**src/rtl/score_display_scheduler_pkg.sv**
```systemverilog
// Shared definitions for the score display scheduler: conversion FSM
// state encodings, display constants and digit/team index constants.
package score_display_scheduler_pkg;

  typedef enum logic [2:0] {
    ST_SET_A   = 3'd0,
    ST_WAIT_A  = 3'd1,
    ST_LATCH_A = 3'd2,
    ST_SET_B   = 3'd3,
    ST_WAIT_B  = 3'd4,
    ST_LATCH_B = 3'd5
  } conv_state_e;

  localparam logic [3:0] DIGIT_BLANK = 4'hF;
  localparam logic [6:0] SCORE_MAX   = 7'd99;

  // Bit positions within the one-hot digit select
  localparam int DIG_A_TENS = 0;
  localparam int DIG_A_ONES = 1;
  localparam int DIG_B_TENS = 2;
  localparam int DIG_B_ONES = 3;

  // Index into the held-digit arrays
  localparam int TEAM_A = 0;
  localparam int TEAM_B = 1;

endpackage

```
**src/rtl/scan_tick_gen.sv**
```systemverilog
// Free-running 0..SCAN_DIV-1 counter; tick_o is high for the single cycle
// in which the counter sits at SCAN_DIV-1 (the cycle before it wraps).
module scan_tick_gen #(
  parameter int SCAN_DIV = 1000
) (
  input  logic clk_i,
  input  logic rst_i,
  output logic tick_o
);

  localparam int CNT_W = (SCAN_DIV > 1) ? $clog2(SCAN_DIV) : 1;
  localparam logic [CNT_W-1:0] CNT_LAST = CNT_W'(SCAN_DIV - 1);

  logic [CNT_W-1:0] cnt;

  assign tick_o = (cnt == CNT_LAST);

  // Count up and wrap to zero after the last slot cycle
  always_ff @(posedge clk_i or posedge rst_i) begin
    if (rst_i) begin
      cnt <= '0;
    end else if (tick_o) begin
      cnt <= '0;
    end else begin
      cnt <= cnt + 1'b1;
    end
  end

endmodule

```
**src/rtl/score_display_scheduler.sv**
```systemverilog
// Time-shares one registered bin_to_decimal converter between the two team
// scores and scans the four held BCD digits onto a multiplexed display.
// Optional build macro: SCOREBOARD_LEADING_ZERO_BLANK_EN blanks a tens
// digit whose held value is zero (ones digits are never blanked).
import score_display_scheduler_pkg::*;

module score_display_scheduler #(
  parameter int CONV_LAT = 1,
  parameter int SCAN_DIV = 1000
) (
  input  logic       clk_i,
  input  logic       rst_i,
  input  logic [6:0] score_a_i,
  input  logic [6:0] score_b_i,
  output logic [6:0] conv_bin_o,
  input  logic [3:0] conv_tens_i,
  input  logic [3:0] conv_ones_i,
  output logic [3:0] digit_o,
  output logic [3:0] digit_sel_o,
  output logic       update_o
);

  localparam int WAIT_W = (CONV_LAT > 1) ? $clog2(CONV_LAT) : 1;
  localparam logic [WAIT_W-1:0] WAIT_INIT = WAIT_W'(CONV_LAT - 1);

  // Clamp a score so the converter only ever sees 0..99
  function automatic logic [6:0] sat99(input logic [6:0] v);
    return (v > SCORE_MAX) ? SCORE_MAX : v;
  endfunction

  // Display value for a tens digit; optionally suppresses a leading zero
  function automatic logic [3:0] tens_disp(input logic [3:0] t);
`ifdef SCOREBOARD_LEADING_ZERO_BLANK_EN
    return (t == 4'd0) ? DIGIT_BLANK : t;
`else
    return t;
`endif
  endfunction

  conv_state_e       state, state_nxt;
  logic [WAIT_W-1:0] wait_cnt;
  logic              load_a, load_b, latch_a, latch_b, wait_run;

  logic [3:0]        held_tens [2];
  logic [3:0]        held_ones [2];

  logic              scan_tick;
  logic [3:0]        sel_nxt;
  logic [3:0]        digit_nxt;

  // Conversion FSM state register
  always_ff @(posedge clk_i or posedge rst_i) begin
    if (rst_i) begin
      state <= ST_SET_A;
    end else begin
      state <= state_nxt;
    end
  end

  // Round-robin sequencing and per-state datapath strobes
  always_comb begin
    state_nxt = state;
    load_a    = 1'b0;
    load_b    = 1'b0;
    latch_a   = 1'b0;
    latch_b   = 1'b0;
    wait_run  = 1'b0;
    case (state)
      ST_SET_A: begin
        load_a    = 1'b1;
        state_nxt = ST_WAIT_A;
      end
      ST_WAIT_A: begin
        wait_run = 1'b1;
        if (wait_cnt == '0) state_nxt = ST_LATCH_A;
      end
      ST_LATCH_A: begin
        latch_a   = 1'b1;
        state_nxt = ST_SET_B;
      end
      ST_SET_B: begin
        load_b    = 1'b1;
        state_nxt = ST_WAIT_B;
      end
      ST_WAIT_B: begin
        wait_run = 1'b1;
        if (wait_cnt == '0) state_nxt = ST_LATCH_B;
      end
      ST_LATCH_B: begin
        latch_b   = 1'b1;
        state_nxt = ST_SET_A;
      end
      default: state_nxt = ST_SET_A;
    endcase
  end

  // Converter operand and latency down-counter, loaded on SET exit
  always_ff @(posedge clk_i or posedge rst_i) begin
    if (rst_i) begin
      conv_bin_o <= '0;
      wait_cnt   <= '0;
    end else begin
      if (load_a) begin
        conv_bin_o <= sat99(score_a_i);
        wait_cnt   <= WAIT_INIT;
      end else if (load_b) begin
        conv_bin_o <= sat99(score_b_i);
        wait_cnt   <= WAIT_INIT;
      end else if (wait_run && wait_cnt != '0) begin
        wait_cnt <= wait_cnt - 1'b1;
      end
    end
  end

  // Capture tens/ones together and flag a change against the old pair
  always_ff @(posedge clk_i or posedge rst_i) begin
    if (rst_i) begin
      for (int i = 0; i < 2; i++) begin
        held_tens[i] <= '0;
        held_ones[i] <= '0;
      end
      update_o <= 1'b0;
    end else begin
      update_o <= 1'b0;
      if (latch_a) begin
        held_tens[TEAM_A] <= conv_tens_i;
        held_ones[TEAM_A] <= conv_ones_i;
        update_o <= ({conv_tens_i, conv_ones_i} != {held_tens[TEAM_A], held_ones[TEAM_A]});
      end else if (latch_b) begin
        held_tens[TEAM_B] <= conv_tens_i;
        held_ones[TEAM_B] <= conv_ones_i;
        update_o <= ({conv_tens_i, conv_ones_i} != {held_tens[TEAM_B], held_ones[TEAM_B]});
      end
    end
  end

  scan_tick_gen #(
    .SCAN_DIV (SCAN_DIV)
  ) u_scan_tick_gen (
    .clk_i  (clk_i),
    .rst_i  (rst_i),
    .tick_o (scan_tick)
  );

  // Next selection and the digit it will show, sampled only at slot wrap
  always_comb begin
    sel_nxt   = {digit_sel_o[2:0], digit_sel_o[3]};
    digit_nxt = held_ones[TEAM_B];
    if (sel_nxt[DIG_A_TENS]) begin
      digit_nxt = tens_disp(held_tens[TEAM_A]);
    end else if (sel_nxt[DIG_A_ONES]) begin
      digit_nxt = held_ones[TEAM_A];
    end else if (sel_nxt[DIG_B_TENS]) begin
      digit_nxt = tens_disp(held_tens[TEAM_B]);
    end else if (sel_nxt[DIG_B_ONES]) begin
      digit_nxt = held_ones[TEAM_B];
    end
  end

  // Digit select and value change together, so a slot never glitches
  always_ff @(posedge clk_i or posedge rst_i) begin
    if (rst_i) begin
      digit_sel_o <= 4'b0001;
      digit_o     <= '0;
    end else if (scan_tick) begin
      digit_sel_o <= sel_nxt;
      digit_o     <= digit_nxt;
    end
  end

endmodule

```
**config.mk**
```make
export PLATFORM = sky130hd
export DESIGN_NAME = score_display_scheduler
export DESIGN_NICKNAME = d
export VERILOG_FILES = /design/src/rtl/score_display_scheduler_pkg.sv /design/src/rtl/scan_tick_gen.sv /design/src/rtl/score_display_scheduler.sv
export SDC_FILE = /design/constraint.sdc
export NUM_CORES = 1
export LEC_CHECK = 0
export CAP_MARGIN = 40
export CORE_MARGIN = 4
export CORE_UTILIZATION = 49
export CTS_BUF_LIST = sky130_fd_sc_hd__clkbuf_8
export DETAILED_ROUTE_END_ITERATION = 10
export PLACE_DENSITY = 0.76
export SYNTH_ARGS = -nofsm -noshare
export SYNTH_HDL_FRONTEND = slang
export SYNTH_SLANG_ARGS = --single-unit
```
**constraint.sdc**
```tcl
create_clock -name clk_i -period 3 [get_ports clk_i]
set_input_delay 0.6 -clock clk_i [delete_from_list [all_inputs] [get_ports clk_i]]
set_output_delay 0.6 -clock clk_i [all_outputs]
set_load 0.1 [all_outputs]
```
## Word-level counts from Yosys, hierarchy flattened

Index checks and enable logic that the tools add are counted.

| cells by class | value |
|---|---|
| add/sub/neg operators | 2 |
| reductions and logical operators | 7 |
| magnitude comparators | 2 |
| div/mod/pow operators | 0 |
| eq/ne operators | 10 |
| $mul | 0 |
| mux-type cells | 21 |
| bitwise gates (word level) | 1 |
| shift operators | 0 |

Operators by type and width:

| kind | number |
|---|---|
| 2-to-1 mux 7 bit | 4 |
| inequality test 8 bit | 2 |
| one-hot mux 3 bit (5 select lines) | 1 |
| greater-than comparator 7 bit (second input constant) | 2 |
| 2-to-1 mux 4 bit | 3 |
| adder 10 x 1 -> 10 bit (second input constant) | 1 |
| equality test 10 bit (second input constant) | 1 |
| 2-to-1 mux 1 bit | 10 |
| 2-to-1 mux 10 bit | 1 |
| equality test 3 x 2 -> 1 bit (second input constant) | 2 |
| equality test 3 bit (second input constant) | 2 |
| 2-to-1 mux 3 bit | 2 |
| inequality test 2 bit (second input constant) | 2 |
| AND reduction 2 bit | 2 |
| equality test 3 x 1 -> 1 bit (second input constant) | 1 |
| logical NOT 3 bit | 1 |
| nonzero test 3 bit | 1 |
| nonzero test 2 bit | 1 |
| OR reduction 2 bit | 1 |
| logical AND 1 bit | 1 |
| inverter 1 bit | 1 |
| subtractor 1 bit (second input constant) | 1 |

| word-level totals | value |
|---|---|
| bits of input ports | 24 |
| output and inout bits | 16 |
| bits in writable memories | 0 |
| memories | 0 |
| word-level logic and storage cells | 54 |
| register bits after elaboration | 46 |
| latch bits | 0 |
| memory bits (read-only) | 0 |

## Depth between registers and ports, before layout

Gate-level depths: netlist of run 1.

| logic depth | value |
|---|---|
| word-level depth | 7 |
| gate-level depth with buffers | 6 |
| depth with buffers taken out | 5 |

## Cells and area by module

Synthesis of run 1 repeated with hierarchy kept, for this count alone.

| unflattened totals | value |
|---|---|
| cells, all modules | 214 |
| area, all modules | 2304.7 sq um |

By module, submodules not included:

| module | cells each | seq. area each (sq um) | area each (sq um) | times used |
|---|---|---|---|---|
| score_display_scheduler | 167 | 902.1 | 1798.0 | 1 |
| scan_tick_gen | 47 | 250.2 | 506.7 | 1 |

## Least setup slack after synthesis of run 1

OpenSTA, ideal clock, no wires.

| timing | value |
|---|---|
| path kind | reg-to-reg |
| start | register digit_sel_o[1] |
| end | register digit_o[0] |
| setup time | 125 ps |
| setup slack | 918 ps |
| period minus slack after synthesis | 2082 ps |
| required time | 2875 ps |
| buffers on the path | 1 |
| data arrival time | 1956 ps |
| cell stages (with the launch flop) | 6 |
| cells stage by stage | dfrtp_1 buf_2 mux2i_1 o21ai_0 mux2_2 mux2_2 |

| on the way | value |
|---|---|
| word-level cells in the longest chain between the ends | 3 |

RTL lines:

| what | RTL line | source |
|---|---|---|
| start: declaration | score_display_scheduler.sv:19 | `output logic [3:0] digit_sel_o,` |
| start signal: assignment | score_display_scheduler.sv:166 | `digit_sel_o <= sel_nxt;` |
| 2-to-1 mux 4 bit | score_display_scheduler.sv:153 | `end else if (sel_nxt[DIG_B_TENS]) begin` |
| 2-to-1 mux 4 bit | score_display_scheduler.sv:151 | `end else if (sel_nxt[DIG_A_ONES]) begin` |
| 2-to-1 mux 4 bit | score_display_scheduler.sv:149 | `if (sel_nxt[DIG_A_TENS]) begin` |
| end signal: assignment | score_display_scheduler.sv:167 | `digit_o <= digit_nxt;` |
| end: declaration | score_display_scheduler.sv:18 | `output logic [3:0] digit_o,` |

No other way between the ends.
A chain may end at the register's enable or synchronous reset.

## Final worst setup path of run 1

| timing | value |
|---|---|
| start | register digit_sel_o[0] |
| end | output port digit_sel_o[0] |

No word-level cell between the ends.

==> results.json, run 1 <==
{
  "syn_inst": 200,
  "grt_max_degree": 21,
  "cts_resized": 0,
  "cts_root_buf": "clkbuf_8",
  "fin_tns_setup_ps": 0,
  "synth-async-reset-ratio_pct": 100,
  "crit_slowest_cell": "dfstp_2",
  "clock_latency_ps": 290,
  "setup_ws_ps": 1120,
  "clk_path_buf_depth": 2,
  "status": "finished, final reports clean",
  "fmax_ghz": 0.533,
  "pwr-share-clk_pct": 36.4,
  "cts_hold_buf": 0,
  "wl_mm": 4.56,
  "critical-path-max-stage-delay_ps": 650,
  "cts_tree": "yes",
  "p_switching_uw": 301,
  "yosysWarnings": 0,
  "worst_ep_arrival_time_ps": 1280,
  "syn-mean-instance-area_um2": 11.5,
  "place.gp.congestion": 0.782,
  "grt_setup_unrepaired": "no",
  "utilization_pct": 63.3,
  "row_count": 24,
  "power.density_nw_per_um2": 453,
  "min_period_ps": 1880,
  "grt_pass1_wl_mm": 7.73,
  "drive_above_1_share_pct": 25.3,
  "synth_cell_types": 41,
  "ys.flop_type": "dfrtp_1",
  "skew_ps": 6.10,
  "p_seq_share_pct": 51.0,
  "switching_share_pct": 23.6,
  "critPathBufInv": 1,
  "final-instance-count-excl-fill": 293,
  "avgRoutedWirePerCell_um": 15.6,
  "syn_nets": 225,
  "place_area_um2": 2700,
  "drt_iter0_drc": 80,
  "p_int_uw": 974,
  "cts.htree.levels": 2,
  "synth.top_cell.area_share_pct": 48.8,
  "fin_nets": 266,
  "grt_pass1_vias": 1638,
  "leakage_nw": 1.19,
  "clkSinkCount": 46,
  "required_ps": 2400,
  "cp-start-kind": "register",
  "portBuffers": 39,
  "dieWidth_um": 76.7,
  "cts_made_buffers": 5,
  "finalHoldViolCount": 0,
  "dp_slack_ps": 1120,
  "fin_area_um2": 2820,
  "antenna_found_initial": 0,
  "placed_cells": 286,
  "num_io_pins": 40,
  "synthToLayoutAreaGrowth_pct": 21.9,
  "r2r_start": "u_scan_tick_gen.cnt[0]$_DFF_PP0_",
  "ant_nets": 0,
  "route.detailed.drc": 0,
  "worstPathCellList": "buf_4",
  "tightestPinTransition_ps": 511,
  "path_max_fanout": 11,
  "yosysSeqAreaShare_pct": 49.9,
  "synth_edf_count": 0,
  "vias": 1619,
  "synth_top_area_cell": "dfrtp_1",
  "yosysMostFrequentCell": "dfrtp_1",
  "firstDrtPassIters": 4,
  "post_cts_buffers": 0,
  "synthTopCellsByArea": "dfrtp_1 (49%), mux2_2 (14%), xnor2_1 (6.8%)",
  "die_area_um2": 5880,
  "peakVddDrop_v": 0.000351,
  "slew_headroom_pct": 65.9,
  "initial_core_util_pct": 52.0,
  "end_kind": "primary output",
  "routed_via_density": 5.53,
  "overflow": 0,
  "period_share_pct": 62.5,
  "cap_violations": 0,
  "synthesis.area_um2": 2310,
  "p_total_mw": 1.27,
  "worstHoldStart": "u_scan_tick_gen.cnt[0]$_DFF_PP0_",
  "hold_ws_ps": 477,
  "top_usage_layer": "met2",
  "synth-seq-cells": 46,
  "holdPathStages": 1,
  "hold_end": "u_scan_tick_gen.cnt[0]$_DFF_PP0_",
  "cpLargestDelayFamily": "flip-flops",
  "path_class": "reg2out",
  "use_met1_pct": 21.3,
  "dp_hpwl_mm": 3.33,
  "timing.reg2reg.setup_slack_ps": 1300,
  "hold_path.class": "reg2reg",
  "reg2regPathDepth": 5,
  "final_max_slew_viol_count": 0,
  "p_comb_share_pct": 12.6,
  "gr-usage-met3_pct": 3.86,
  "die_y_um": 76.7,
  "r2r_end": "digit_o[3]$_DFFE_PP0N_",
  "antenna_cells": 0,
  "core_area_um2": 4440,
  "synthTopCellsByCount": "dfrtp_1 (45), mux2_2 (28), xnor2_1 (18), nand2_1 (16), o21ai_0 (15)",
  "path_clk_slew_ps": 80,
  "met2_usage_pct": 27.5,
  "setup_violations": 0,
  "grt_usage_pct": 16.3
}
[logic make-up after synthesis]
| logic type | share of synthesized area (%) |
|---|---|
| and+or+nand+nor | 12.7 |
| DFF | 49.9 |
| AOI/OAI and AO/OA | 9.81 |
| muxes | 15.8 |
| xor gates and xnor gates | 7.96 |
| buffers and inverters | 3.30 |
| adders and majority gates | 0.542 |
[metal layers]
layer,vias up,wire length [um],share of wire (%)
met2,36,2240,49
met5,-,0,0
met4,0,33,0.72
li1,788,-,-
met3,4,178,3.9
met1,791,2110,46
[worst max path at each step]
stage | start | end | slack, ps | cells past startpoint
detailed placement | score_a_i[3] | conv_bin_o[1]$_DFFE_PP0P_ | 1120 | 5
global route | digit_sel_o[0]$_DFFE_PP1N_ | digit_sel_o[0] | 1080 | 1
CTS | digit_sel_o[0]$_DFFE_PP1N_ | digit_sel_o[0] | 1120 | 1
floorplan | digit_sel_o[1]$_DFFE_PP0N_ | digit_o[0]$_DFFE_PP0N_ | 920 | 5
global placement | score_a_i[4] | conv_bin_o[0]$_DFFE_PP0P_ | 1180 | 5
finish | digit_sel_o[0]$_DFFE_PP1N_ | digit_sel_o[0] | 1120 | 1
[power groups by stage]
| stage | Clock, mW | Combinational [mW] | Sequential, mW |
|---|---|---|---|
| global route | 0.500 | 0.172 | 0.653 |
| floorplan | 0 | 0.0535 | 0.702 |
| global placement | 0 | 0.156 | 0.663 |
| CTS | 0.475 | 0.162 | 0.651 |
| detailed placement | 0 | 0.162 | 0.663 |
| finish | 0.464 | 0.160 | 0.650 |
[layout by cell type (no fill, tap or decap), types with 2 or more instances in the layout]
cell type and instances:
and3_1 2, a21oi_1 4, a22o_1 2, a32oi_1 3, nor3_1 3, clkbuf_8 6
clkdlybuf4s50_1 23, dfrtp_1 45, buf_4 18, inv_1 2, xor2_1 3, mux2_2 28
nand3_1 2, or2b_1 2, mux2i_1 5, nand2b_1 3, nand2_1 16, xnor2_1 18
nand4_1 4, or3_1 2, nor2_1 9, nor2b_1 2, o21ai_0 15, o22ai_1 5
[worst reg2reg max path: cells and delay by family, from the launching register on]
kind | cells | cell delay, ps
adder cells (fa/ha/maj) | 1 | 230
flip-flops | 1 | 380
multiplexers | 1 | 350
AND/OR/NAND/NOR | 3 | 620
[registers in the layout (all words and copies together) (netlist names)]
name	count
held_tens	8
u_scan_tick_gen.cnt	10
update_o	1
state	3
digit_o	4
digit_sel_o	4
wait_cnt	1
conv_bin_o	7
held_ones	8
[area by class of cell]
type | instances | area (um^2)
sequential | 46 | 1150
tap | 52 | 65.1
clock buffer | 6 | 82.6
inverter | 3 | 11.3
timing repair buffer | 42 | 393
multi-input combinational | 143 | 1080
clock inverter | 1 | 30.0
fill | 368 | 1630
Power figures use the tool's default switching activity.
==> run 2: changes to the inputs <==
--- a/config.mk
+++ b/config.mk
@@ -10,7 +10,7 @@
 export CORE_UTILIZATION = 49
 export CTS_BUF_LIST = sky130_fd_sc_hd__clkbuf_8
 export DETAILED_ROUTE_END_ITERATION = 10
-export PLACE_DENSITY = 0.76
+export PLACE_DENSITY = 0.79
 export SYNTH_ARGS = -nofsm -noshare
 export SYNTH_HDL_FRONTEND = slang
 export SYNTH_SLANG_ARGS = --single-unit
==> constraint.sdc (replaced) <==
create_clock -name clk_i -period 1.55 [get_ports clk_i]
set_input_delay 0.31 -clock clk_i [delete_from_list [all_inputs] [get_ports clk_i]]
set_output_delay 0.31 -clock clk_i [all_outputs]
set_load 0.1 [all_outputs]
==> results.json, run 2 (synthesis results as in run 1) <==
{
  "route.detailed.drc": 0,
  "cts.htree.levels": 2,
  "dieWidth_um": 76.7,
  "synthToLayoutAreaGrowth_pct": 35.6,
  "r2r_end": "digit_o[3]$_DFFE_PP0N_",
  "grt_pass1_vias": 1794,
  "path_max_fanout": 5,
  "fin_nets": 280,
  "worstPathCellList": "ha_2 -> nand4b_1 -> nor3_2 -> and2_4 -> mux2_2",
  "utilization_pct": 70.5,
  "status": "finished, final reports clean",
  "portBuffers": 39,
  "critPathBufInv": 0,
  "num_io_pins": 40,
  "grt_usage_pct": 17.4,
  "leakage_nw": 1.32,
  "antenna_found_initial": 0,
  "vias": 1654,
  "fin_area_um2": 3130,
  "wl_mm": 4.66,
  "grt_max_degree": 47,
  "grt_pass1_wl_mm": 8.31,
  "layout_common_cells": "dfrtp_1 (43), mux2_2 (26), clkdlybuf4s50_1 (23), xnor2_1 (18), buf_12 (18)",
  "highest_layer": "met4",
  "ant_nets": 0,
  "reg_top3": "u_scan_tick_gen.cnt x10, held_ones x8, held_tens x8",
  "regMostFlops": "u_scan_tick_gen.cnt",
  "met3_length_um": 179,
  "final_common_cell": "dfrtp_1",
  "path_class": "reg2reg",
  "r2r_start": "u_scan_tick_gen.cnt[1]$_DFF_PP0_",
  "finalHoldViolCount": 0,
  "die_area_um2": 5880,
  "crit_start": "u_scan_tick_gen.cnt[1]$_DFF_PP0_",
  "final_max_slew_viol_count": 0,
  "clkSinkCount": 46,
  "avgRoutedWirePerCell_um": 15.1,
  "critical-path-max-stage-delay_ps": 370,
  "drive_above_1_share_pct": 31.3,
  "cpLargestDelayFamily": "simple AND/OR/NAND/NOR gates",
  "grt_setup_unrepaired": "yes",
  "fin_tns_setup_ps": 0,
  "crit_end": "digit_o[3]$_DFFE_PP0N_",
  "overflow": 0,
  "path_clk_slew_ps": 80,
  "power.density_nw_per_um2": 748,
  "die_y_um": 76.7,
  "wl_met1_mm": 2.14,
  "drt_iter0_drc": 56,
  "skew_ps": 5.31,
  "timing.reg2reg.setup_slack_ps": 20,
  "wl_met2_mm": 2.28,
  "cts_made_buffers": 5,
  "cp-start-kind": "register",
  "end_kind": "register",
  "slew_headroom_pct": 71.0,
  "place_area_um2": 3020,
  "fmax_ghz": 0.654,
  "path_depth": 5,
  "clock_latency_ps": 290,
  "crit_slowest_cell": "dfrtp_1",
  "reg2regPathDepth": 5,
  "min_period_ps": 1530,
  "firstDrtPassIters": 4,
  "setup_violations": 0,
  "hold_path.class": "in2async",
  "largest_reg_flops": 10,
  "cts_root_buf": "clkbuf_8",
  "period_share_pct": 98.7,
  "dp_hpwl_mm": 3.50,
  "row_count": 24,
  "cap_violations": 0,
  "required_ps": 1730,
  "routed_via_density": 5.37,
  "peakVddDrop_v": 0.000463,
  "cts_tree": "yes",
  "tightestPinTransition_ps": 434,
  "place.gp.congestion": 0.800,
  "clk_path_buf_depth": 2,
  "initial_core_util_pct": 52.0,
  "worst_ep_arrival_time_ps": 1710,
  "antenna_cells": 0,
  "core_area_um2": 4440
}
[run 2: area by class of cell]
cell class | count | area, um^2
clock buffer | 6 | 82.6
fill | 322 | 1310
inverter | 3 | 11.3
timing repair buffer | 55 | 696
tap | 52 | 65.1
multi-input combinational | 144 | 1110
sequential | 46 | 1160
clock inverter | 2 | 8.76
[run 2: how the worst min path moves through the flow]
stage / start / endpoint / slack [ps]
2_1_floorplan: u_scan_tick_gen.cnt[0]$_DFF_PP0_ / u_scan_tick_gen.cnt[0]$_DFF_PP0_ / 430
3_3_place_gp: u_scan_tick_gen.cnt[8]$_DFF_PP0_ / u_scan_tick_gen.cnt[8]$_DFF_PP0_ / 460
3_5_place_dp: u_scan_tick_gen.cnt[8]$_DFF_PP0_ / u_scan_tick_gen.cnt[8]$_DFF_PP0_ / 490
4_1_cts: rst_i / held_tens[4]$_DFFE_PP0P_ / 370
5_1_grt: rst_i / digit_o[2]$_DFFE_PP0N_ / 410
6_report: rst_i / held_tens[4]$_DFFE_PP0P_ / 360
[run 2: worst min-delay path: cells and delay by family]
kind                   cells  cell delay (ps)
buffers and inverters      3              710
[run 2: metal layers]
metal  vias to the layer above  track usage, %
li1                        818               -
met5                         -               0
met2                        36            29.4
met1                       793            22.9
met3                         7            3.04
met4                         0            4.89
[run 2: what timing repair did]
action | in CTS | in global routing
endpoints found under the setup margin | 7 | 15
gates cloned | 1 | 0
pin swaps | 2 | 0
gates resized for setup | 0 | 2
buffers inserted | 1 | 0
hold buffers | 0 | 0
[run 2: stage by stage]
stage	setup slack, ps	cells	power [mW]	hold slack (ps)
floorplan	-101	200	1.46	431
global route	-105	308	2.43	414
finish	20.2	308	2.34	358
CTS	0.953	308	2.36	368
detailed placement	-35.2	298	1.63	491
global placement	16.6	298	1.62	465
[run 2: power by group]
group	internal, mW	total, mW	switching, mW	leakage, nW
sequential	1.23	1.26	0.0337	0.565
clock	0.354	0.740	0.387	0.0524
combinational	0.163	0.337	0.174	0.702
